`config.mk`:
```
export PLATFORM = sky130hd
export DESIGN_NAME = multisim_pull_downsizer
export DESIGN_NICKNAME = d
export VERILOG_FILES = /design/src/rtl/multisim_pull_downsizer.sv
export SDC_FILE = /design/constraint.sdc
export NUM_CORES = 1
export LEC_CHECK = 0
export ABC_AREA = 1
export CAP_MARGIN = 20
export CORE_ASPECT_RATIO = 2
export CORE_MARGIN = 10
export CORE_UTILIZATION = 30
export CTS_BUF_LIST = sky130_fd_sc_hd__clkbuf_2 sky130_fd_sc_hd__clkbuf_4 sky130_fd_sc_hd__clkbuf_8
export DETAILED_ROUTE_END_ITERATION = 12
export GPL_TIMING_DRIVEN = 1
export PLACE_DENSITY = 0.49
export SLEW_MARGIN = 0
export SYNTH_ARGS = -nofsm -noshare
export SYNTH_HDL_FRONTEND = slang
export SYNTH_SLANG_ARGS = --single-unit
```
`constraint.sdc`:
```
create_clock -name clk -period 5.6 [get_ports clk]
set_clock_uncertainty 0.05 [all_clocks]
set_input_delay 1.12 -clock clk [delete_from_list [all_inputs] [get_ports clk]]
set_output_delay 1.12 -clock clk [all_outputs]
set_load 0.05 [all_outputs]
```
`src/rtl/multisim_pull_downsizer.sv`:
```
// Width down-converter: buffers up to two wide words and replays each one as
// IN_WIDTH/OUT_WIDTH narrow beats, least-significant slice first.
module multisim_pull_downsizer #(
    parameter int unsigned IN_WIDTH  = 64,
    parameter int unsigned OUT_WIDTH = 16
) (
    input  logic                 clk,
    input  logic                 rst,
    input  logic                 in_vld,
    output logic                 in_rdy,
    input  logic [IN_WIDTH-1:0]  in_data,
    output logic                 out_vld,
    input  logic                 out_rdy,
    output logic [OUT_WIDTH-1:0] out_data,
    output logic                 out_last
);

    localparam int unsigned BEATS  = IN_WIDTH / OUT_WIDTH;
    localparam int unsigned BEAT_W = (BEATS > 1) ? $clog2(BEATS) : 1;
    localparam logic [BEAT_W-1:0] LAST_BEAT = BEAT_W'(BEATS - 1);

    generate
        if (OUT_WIDTH == 0 || (IN_WIDTH % OUT_WIDTH) != 0) begin : g_bad_width
            $error("IN_WIDTH must be a non-zero multiple of OUT_WIDTH");
        end
    endgenerate

    logic [IN_WIDTH-1:0] entry [2];
    logic                wp, wp_next;
    logic                rp, rp_next;
    logic [1:0]          cnt, cnt_next;
    logic [BEAT_W-1:0]   beat, beat_next;

    logic                push;
    logic                pop;
    logic                beat_xfer;
    logic                at_last;
    logic [IN_WIDTH-1:0] head;
    int unsigned         lsb;

    // in_rdy looks only at registered occupancy so out_rdy never reaches it.
    always_comb begin
        in_rdy    = (cnt != 2'd2) && !rst;
        out_vld   = (cnt != 2'd0);
        at_last   = (beat == LAST_BEAT);
        out_last  = out_vld && at_last;
        push      = in_vld && in_rdy;
        beat_xfer = out_vld && out_rdy;
        pop       = beat_xfer && at_last;
        head      = entry[rp];
        lsb       = 32'(beat) * OUT_WIDTH;
        out_data  = head[lsb +: OUT_WIDTH];
    end

    always_comb begin
        wp_next   = wp;
        rp_next   = rp;
        beat_next = beat;
        cnt_next  = cnt;
        if (push) begin
            wp_next = ~wp;
        end
        if (pop) begin
            rp_next = ~rp;
        end
        if (beat_xfer) begin
            beat_next = at_last ? '0 : beat + BEAT_W'(1);
        end
        case ({push, pop})
            2'b10:   cnt_next = cnt + 2'd1;
            2'b01:   cnt_next = cnt - 2'd1;
            default: cnt_next = cnt;
        endcase
    end

    always_ff @(posedge clk or posedge rst) begin
        if (rst) begin
            wp   <= 1'b0;
            rp   <= 1'b0;
            cnt  <= 2'd0;
            beat <= '0;
        end else begin
            wp   <= wp_next;
            rp   <= rp_next;
            cnt  <= cnt_next;
            beat <= beat_next;
        end
    end

    // Payload storage carries no reset; it is only observed while out_vld is high.
    always_ff @(posedge clk) begin
        if (push) begin
            entry[wp] <= in_data;
        end
    end

endmodule

```
# After elaboration in Yosys (flattened, before gate mapping)
# Memory sizes are Yosys's and may differ from the RTL's.
# Index checks and enable logic that the tools add are counted.
[totals] out_inout_bits=19 n_memories=1 inputBits=68 reg_bits=6 ram_bits=128
[classes] n_reduce_logical=8 addsub=3 mux=4 shifts=1 bitwise=2 eq_ne=4
[mem_list] memory="entry" depth=2 width=64 read_ports=1 rd_clocked_by_memory_dff=0 wr=1 line_no="28" source="logic [IN_WIDTH-1:0] entry [2];"
[op_table] op="$shiftx A64 B7 Y16" count=1
[op_table] op="$logic_and A1 B1 Y1" count=5
[op_table] op="$add A2 B1 Y2 const B" count=2
[op_table] op="$eq A2 B2 Y1 const B" count=2
[op_table] op="$pmux W2 S2" count=1
[op_table] op="$reduce_bool A2 Y1" count=2
[op_table] op="$eq A2 B1 Y1 const B" count=1
[op_table] op="$mux W1" count=2
[op_table] op="$mux W2" count=1
[op_table] op="$ne A2 B2 Y1 const B" count=1
[op_table] op="$not A1 Y1" count=2
[op_table] op="$sub A2 B1 Y2 const B" count=1
[op_table] op="$logic_not A1 Y1" count=1

# Logic depth before layout (Yosys ltp)
# Gate-level depths: netlist (run 1).
[depth] ltp_word=5 depth_mapped=8 depth_no_buf=8

# Worst setup path before layout (run 1)
# No wires, ideal clock.
[synth_path] kind="input port to flip-flop" start="input port rst" end="memory entry[1][0], enable pin" setup_ns=0.487 t_arrival_ns=4.515 slack_ns=0.548 t_required_ns=5.063 cell_stages=3 path_buffers=0 path_cell_list="a21oi_2 -> nand2_1 -> nor2_1"
[synth_via] elab_chain_len=5
[synth_rtl] item="start, declared" line_no="8" source="input logic rst,"
[synth_rtl] item="$logic_not A1 Y1 (no line)"
[synth_rtl] item="$logic_and A1 B1 Y1" line_no="43" source="in_rdy = (cnt != 2'd2) && !rst;"
[synth_rtl] item="$logic_and A1 B1 Y1" line_no="47" source="push = in_vld && in_rdy;"
[synth_rtl] item="$mux W1" line_no="92" source="if (push) begin"
[synth_rtl] item="$mux W1 (implied by the code)" line_no="93" source="entry[wp] <= in_data;"
[synth_rtl] item="end, declared" line_no="28"
# Every way passes these cells.

# Final worst setup path (run 1)
[layout_path] start="register beat[0]" end="output port out_data[12]"
[layout_via] elab_chain_len=1
[layout_rtl] item="start, declared" line_no="32" source="logic [BEAT_W-1:0] beat, beat_next;"
[layout_rtl] item="start signal, assigned" line_no="86" source="beat <= beat_next;"
[layout_rtl] item="$shiftx A64 B7 Y16" line_no="52" source="out_data = head[lsb +: OUT_WIDTH];"
[layout_rtl] item="end, declared" line_no="14" source="output logic [OUT_WIDTH-1:0] out_data,"
# Every way passes these cells.

==> results of run 1 <==
-- synth_stat cells --
library cell  instances  area share (%)
nand2_1             217              14
edfxtp_1            128              65
inv_1                67             4.2
inv_2                66             4.2
nand3_1              65             5.5
buf_2                11            0.93
buf_6                11             2.1
dfrtp_1               6             2.5
clkinv_2              4            0.34
a21oi_1               3            0.25
nor2_1                3            0.19
ha_1                  2            0.42
o21ai_1               2            0.17
a21oi_2               1            0.15
buf_1                 1           0.063
buf_4                 1            0.13
nand2_2               1            0.11
or2_1                 1            0.11
xnor2_1               1            0.15
xor2_1                1            0.15
-- cells in the final DEF, fill, tap and decap left out, drive strengths merged --
| cell | instances |
|---|---|
| buf | 6 |
| bufinv | 4 |
| diode | 1 |
| clkinv | 12 |
| xor2 | 1 |
| or2 | 1 |
| clkdlybuf4s50 | 86 |
| o21ai | 2 |
| ha | 2 |
| xnor2 | 1 |
| inv | 133 |
| dfrtp | 6 |
| edfxtp | 128 |
| a21oi | 4 |
| nand3 | 65 |
| nand2 | 218 |
| nor2 | 3 |
| clkbuf | 18 |
| clkinvlp | 2 |
-- metrics by stage --
step | setup slack, ns | util, % | hold WS [ns]
detailed placement | 1.87 | 36.0 | 0.409
global placement | 1.89 | 35.9 | 0.404
CTS | 1.40 | 38.2 | 0.430
global route | 1.26 | 38.2 | 0.460
finish | 1.50 | 38.2 | 0.429
floorplan | 0.548 | - | 0.392
-- layout make-up --
class	count	area share, %
multi-input cells	297	16.8
inverters	137	6.99
clock inverters	14	2.47
flip-flops and latches	134	53.8
clock buffers	18	3.25
well taps	259	4.36
diodes	1	0.0337
repair buffers	92	12.4
-- worst max-delay path by stage --
stage                        from           end  cells past startpoint
after floorplan               rst   entry[1][0]                      3
after global placement        rst        in_rdy                      3
after detailed placement      rst        in_rdy                      3
after CTS                 beat[0]  out_data[12]                      7
after global routing      beat[0]  out_data[12]                      7
final                     beat[0]  out_data[12]                      7
-- state kept, by name (all words and copies together), names as in the netlist --
name,flops
entry,128
rp,1
wp,1
cnt,2
beat,2
-- metal layers --
layer | vias to the layer above | GRT usage (%) | wire (um)
li1 | 2004 | - | -
met4 | 0 | 4.97 | 320
met5 | - | 0 | 0
met3 | 16 | 2.91 | 523
met2 | 72 | 21.3 | 8090
met1 | 1844 | 11.6 | 5680
-- critical path: cells and delay by family (launching register included) --
family	cells	cell delay [ns]
flip-flops	1	0.36
AND/OR/NAND/NOR	4	0.45
buffers and inverters	3	1.67
-- power by group through the flow --
stage          registers [W]  logic [W]  clock network, W
3_5_place_dp         0.00134    0.00165                 0
3_3_place_gp         0.00133    0.00163                 0
4_1_cts              0.00132    0.00166          0.000885
2_1_floorplan        0.00132    0.00119                 0
6_report             0.00131    0.00162          0.000859
5_1_grt              0.00133    0.00179          0.000924
-- cells by family after synthesis --
| kind of cell | count (synthesis) | synth area share (%) |
|---|---|---|
| simple gates | 287 | 19.6 |
| fa+ha+maj | 2 | 0.421 |
| xor+xnor | 2 | 0.295 |
| flops | 134 | 67.2 |
| buf+inv | 161 | 11.9 |
| compound gates | 6 | 0.568 |
==> flow_summary_export.csv, run 1 <==
group,metric,value,unit
yosys,ys_types,20,
pwr,vdd_drop_max,0.414,mV
final_layout,finalInstanceArea,7430,um^2
yosys,number_of_cells_produced_by_synthesis,592,
global_routing,grt_max_degree,66,
critical_path,setup.worst_path.class,"reg -> out",
final_layout,synthToLayoutAreaGrowth,25.1,%
yosys,syn_area,5940,um^2
timing,max-slew-margin-rel,34.1,%
clock_tree,cts.sink_count,134,
drt,post_drt_via_cell_ratio,4.13,
clock_tree,post_cts_resize_count,0,
timing,finalMaxSlewViolations,0,
drt,remaining_drc_errors,0,
critical_path,critPathCaptureType,"output port",
run_status,status,"completed",
critical_path,timing.reg2reg.worst_path_depth,5,
yosys,synthesis.nets,662,
critical_path,worst_path_max_delay_cell,"clkdlybuf4s50_1",
clock_tree,cts_tree,"yes",
critical_path,worstReg2RegEnd,"entry[0][55]",
yosys,post_synth.cell_area_avg,10.0,um^2
yosys,yosysWarningCount,0,
clock_tree,max-clock-path-buffers,2,
pwr,share_of_total_power_in_sequential_cells,34.6,%
min_path,hold_path_depth,2,
critical_path,regToRegStartpoint,"cnt[0]",
pwr,total_net_switching_power,0.00157,W
pwr,power,0.00379,W
min_path,worstHoldEndpoint,"wp",
critical_path,rrSetupSlack,3.22,ns
clock_tree,post_cts_hold_buffer_count,0,
final_layout,multi_input_area,1250,um^2
die,fp.coreArea,19500,um^2
clock_tree,htreeDepth,4,
final_layout,seqCellArea,4000,um^2
global_routing,globalRoute.totalOverflow,0,
final_layout,finish.cell_count_without_fillers,952,
clock_tree,clock_latency,0.43,ns
clock_tree,tritoncts.num_buffers,17,
die,die_w,120,um
yosys,postSynthRegisterBits,134,
timing,setup_repair_after_global_routing_missed_its_margin,"false",
critical_path,cpPeakStageDelay,0.82,ns
pwr,power.switching_fraction,41.3,%
min_path,holdCritPathClass,"reg -> reg",
pwr,clockPowerShare,22.6,%
placement,place_congestion,0.753,
final_layout,design.final.nets,749,
drt,vias,3936,
drt,first_iter_violations,154,
timing,worst_pin_slew,0.987,ns
drt,wl,14600,um
placement,port_buffers,86,
critical_path,cp-start-kind,"flip-flop",
pwr,p_leak,3.22,nW
critical_path,cp_data_required_time,4.43,ns
global_routing,via_count_of_the_first_global_routing_pass,4170,
die,floorplan.initialDensity,30.5,%
clock_tree,clkTransAtPathRegs,0.08,ns
pwr,power_frac_comb,42.7,%
global_routing,antenna_found_initial,1,
placement,dp.final_hpwl,10000,um
clock_tree,ctsRootBufferMaster,"clkbuf_8",
final_layout,layout.filler_cells,1998,
drt,wl_per_cell,15.4,um
die,rows,72,
drt,drt_pre_antenna_iters,4,
pwr,internal_power,0.00223,W
timing,min_period_over_period,73.3,%
min_path,hold_start,"wp",
critical_path,path_cells,"buf_4 -> inv_2 -> nand3_1 -> nand2_1 -> nand2_1 -> nand2_1 -> clkdlybuf4s50_1",
die,ioPinCount,87,
placement,placedCellCount,919,
die,die-area,26200,um^2
critical_path,timing.critical_path.arrival,2.93,ns
final_layout,fraction_of_layout_instances_using_a_drive_strength_above_1,16.0,%
global_routing,groute.usage.overall,11.4,%
clock_tree,postCtsSetupRepairBufs,0,
timing,totalNegativeSetupSlack,0,ns
drt,antenna_violating_nets_post_route,0,
critical_path,cp_common_cell,"nand2_1",
placement,post_dp_cell_area,7000,um^2
global_routing,global_route_wire_length_before_repair,22800,um
yosys,ys_seq_area_share,67.2,%
pwr,power-per-cell-area,510,nW/um^2
timing,setup-violations-final,0,
timing,max_freq,244,MHz
timing,hold_violations,0,
die,die_y_extent,219,um
timing,period_minus_slack,4.10,ns
critical_path,worstPathMaxFanout,35,
job,max_cap_viol_count,0,
No activity file was read; power rests on OpenSTA's default activity.
==> inputs of run 2 (changes only) <==
--- a/config.mk
+++ b/config.mk
@@ -13,7 +13,7 @@
 export CTS_BUF_LIST = sky130_fd_sc_hd__clkbuf_2 sky130_fd_sc_hd__clkbuf_4 sky130_fd_sc_hd__clkbuf_8
 export DETAILED_ROUTE_END_ITERATION = 12
 export GPL_TIMING_DRIVEN = 1
-export PLACE_DENSITY = 0.49
+export PLACE_DENSITY = 0.51
 export SLEW_MARGIN = 0
 export SYNTH_ARGS = -nofsm -noshare
 export SYNTH_HDL_FRONTEND = slang
==> constraint.sdc (replaced) <==
create_clock -name clk -period 3.55 [get_ports clk]
set_clock_uncertainty 0.05 [all_clocks]
set_input_delay 0.71 -clock clk [delete_from_list [all_inputs] [get_ports clk]]
set_output_delay 0.71 -clock clk [all_outputs]
set_load 0.05 [all_outputs]
==> run 2 against run 1 <==
  * Sequential share of layout area is essentially flat
  * Setup slack got worse by 0.92 ns
  * Design area is essentially flat
  * Largest power group unchanged
==> flow_summary_export.csv, run 2 (synthesized netlist as in run 1, its figures left out) <==
group,metric,value,unit
run_status,status,"completed",
global_routing,grt_max_degree,66,
drt,first_iter_violations,156,
drt,post_drt_via_cell_ratio,4.24,
drt,wl_per_cell,15.4,um
clock_tree,clkTransAtPathRegs,0.08,ns
final_layout,largest_registers,"entry x128, beat x2, cnt x2",
clock_tree,postCtsSetupRepairBufs,0,
pwr,vdd_drop_max,0.598,mV
clock_tree,max-clock-path-buffers,2,
pwr,share_of_total_power_in_sequential_cells,34.2,%
timing,totalNegativeSetupSlack,0,ns
critical_path,cp_common_cell,"nand2_1",
die,floorplan.initialDensity,30.5,%
drt,remaining_drc_errors,0,
timing,setup_repair_after_global_routing_missed_its_margin,"false",
die,ioPinCount,87,
timing,final_critical_path_setup_slack,0.580,ns
critical_path,worstPathBufferInverterCount,2,
drt,wl,14700,um
clock_tree,htreeDepth,4,
clock_tree,clock_latency,0.45,ns
final_layout,design.final.nets,752,
timing,max_freq,337,MHz
placement,port_buffers,86,
final_layout,highest_count_cells_in_the_layout_ignoring_fill_and_taps,"217 x nand2_1, 128 x edfxtp_1, 69 x clkdlybuf4s50_1, 67 x inv_2, 66 x inv_1",
final_layout,largest_reg_flops,128,
critical_path,critPathCaptureType,"output port",
critical_path,worst_path_max_delay_cell,"buf_4",
timing,setup-violations-final,0,
final_layout,layout_commonest_cell,"nand2_1",
pwr,p_leak,3.26,nW
die,rows,72,
final_layout,fraction_of_layout_instances_using_a_drive_strength_above_1,19.1,%
clock_tree,cts_tree,"yes",
die,die-area,26200,um^2
die,die_y_extent,219,um
pwr,clockPowerShare,23.0,%
critical_path,timing.reg2reg.worst_path_depth,8,
final_layout,max_flop_register,"entry",
final_layout,synthToLayoutAreaGrowth,25.1,%
timing,worst_pin_slew,0.739,ns
timing,min_period_over_period,83.7,%
critical_path,critPathTopFamily,"buffers and inverters",
critical_path,cp_data_required_time,2.79,ns
critical_path,cpPeakStageDelay,0.56,ns
min_path,hold_path_depth,2,
job,max_cap_viol_count,0,
drt,vias,4050,
clock_tree,post_cts_hold_buffer_count,0,
die,fp.coreArea,19500,um^2
pwr,internal_power,0.00349,W
critical_path,cp-start-kind,"flip-flop",
clock_tree,tritoncts.num_buffers,17,
pwr,power.switching_fraction,42.0,%
critical_path,setup.worst_path.class,"reg -> out",
timing,hold_violations,0,
pwr,total_net_switching_power,0.00252,W
critical_path,path_cells,"buf_4 -> nand2_1 -> nand3_1 -> nand2_1 -> nand2_1 -> nand2_1 -> buf_4",
clock_tree,ctsRootBufferMaster,"clkbuf_8",
global_routing,global_route_wire_length_before_repair,22600,um
clock_tree,cts.sink_count,134,
critical_path,worstPathMaxFanout,65,
die,die_w,120,um
drt,drt_pre_antenna_iters,4,
global_routing,groute.usage.overall,11.4,%
global_routing,antenna_found_initial,1,
placement,place_congestion,0.796,
critical_path,rrSetupSlack,1.54,ns
placement,place_ws,0.653,ns
clock_tree,post_cts_resize_count,0,
global_routing,globalRoute.totalOverflow,0,
timing,finalMaxSlewViolations,0,
global_routing,via_count_of_the_first_global_routing_pass,4153,
final_layout,finalCoreUtilization,38.2,%
pwr,power-per-cell-area,808,nW/um^2
critical_path,timing.critical_path.arrival,2.21,ns
timing,period_minus_slack,2.97,ns
placement,dp.final_hpwl,10200,um
min_path,holdCritPathClass,"reg -> reg",
min_path,worstHoldEndpoint,"wp",
critical_path,worstReg2RegEnd,"cnt[1]",
drt,antenna_violating_nets_post_route,0,
timing,max-slew-margin-rel,50.8,%
critical_path,regToRegStartpoint,"beat[0]",
min_path,hold_start,"wp",
pwr,power_frac_comb,42.8,%
==> run 2: through the flow <==
| stage | std cells | cell area [um^2] | total power, W | hold WS, ns |
|---|---|---|---|---|
| after floorplan | 592 | 5950 | 0.00395 | 0.392 |
| after global placement | 922 | 7000 | 0.00468 | 0.406 |
| after detailed placement | 922 | 7000 | 0.00472 | 0.437 |
| after CTS | 954 | 7430 | 0.00609 | 0.459 |
| after global routing | 955 | 7430 | 0.00639 | 0.503 |
| final | 955 | 7430 | 0.00601 | 0.454 |
==> run 2: power by group through the flow <==
stage	logic, W	clock network [W]	registers (W)
after floorplan	0.00188	0	0.00207
after global placement	0.00260	0	0.00208
after detailed placement	0.00262	0	0.00209
after CTS	0.00263	0.00140	0.00206
after global routing	0.00284	0.00148	0.00207
final	0.00257	0.00138	0.00206
==> run 2: worst min-delay path, stage by stage, from the launching register on <==
cell     delay [ns]
dfrtp_1        0.36
nand2_1        0.06
nand2_1        0.06
==> run 2: area by class of cell <==
type	count	area, um^2
clock buffers	20	256
inverters	137	519
clock inverters	12	179
fillers	1992	12000
flip-flops and latches	134	4000
diodes	1	2.50
multi-input cells	297	1250
repair buffers	95	911
well taps	259	324
==> run 2: how the worst max path moves through the flow <==
stage / startpoint / to / slack [ns] / cells after the start
after floorplan: rst / entry[0][0] / 0.41 / 3
after global placement: rst / in_rdy / 0.66 / 3
after detailed placement: rst / in_rdy / 0.65 / 3
after CTS: rp / out_data[15] / 0.55 / 8
after global routing: rp / out_data[12] / 0.38 / 8
final: rp / out_data[1] / 0.58 / 7
==> run 2: layer usage <==
metal | routed length (um) | global-route usage [%] | part of all wire [%]
met2 | 8160 | 20.7 | 56
met4 | 340 | 5.58 | 2.3
met1 | 5490 | 11.6 | 37
met3 | 674 | 3.24 | 4.6
met5 | 0 | 0 | 0
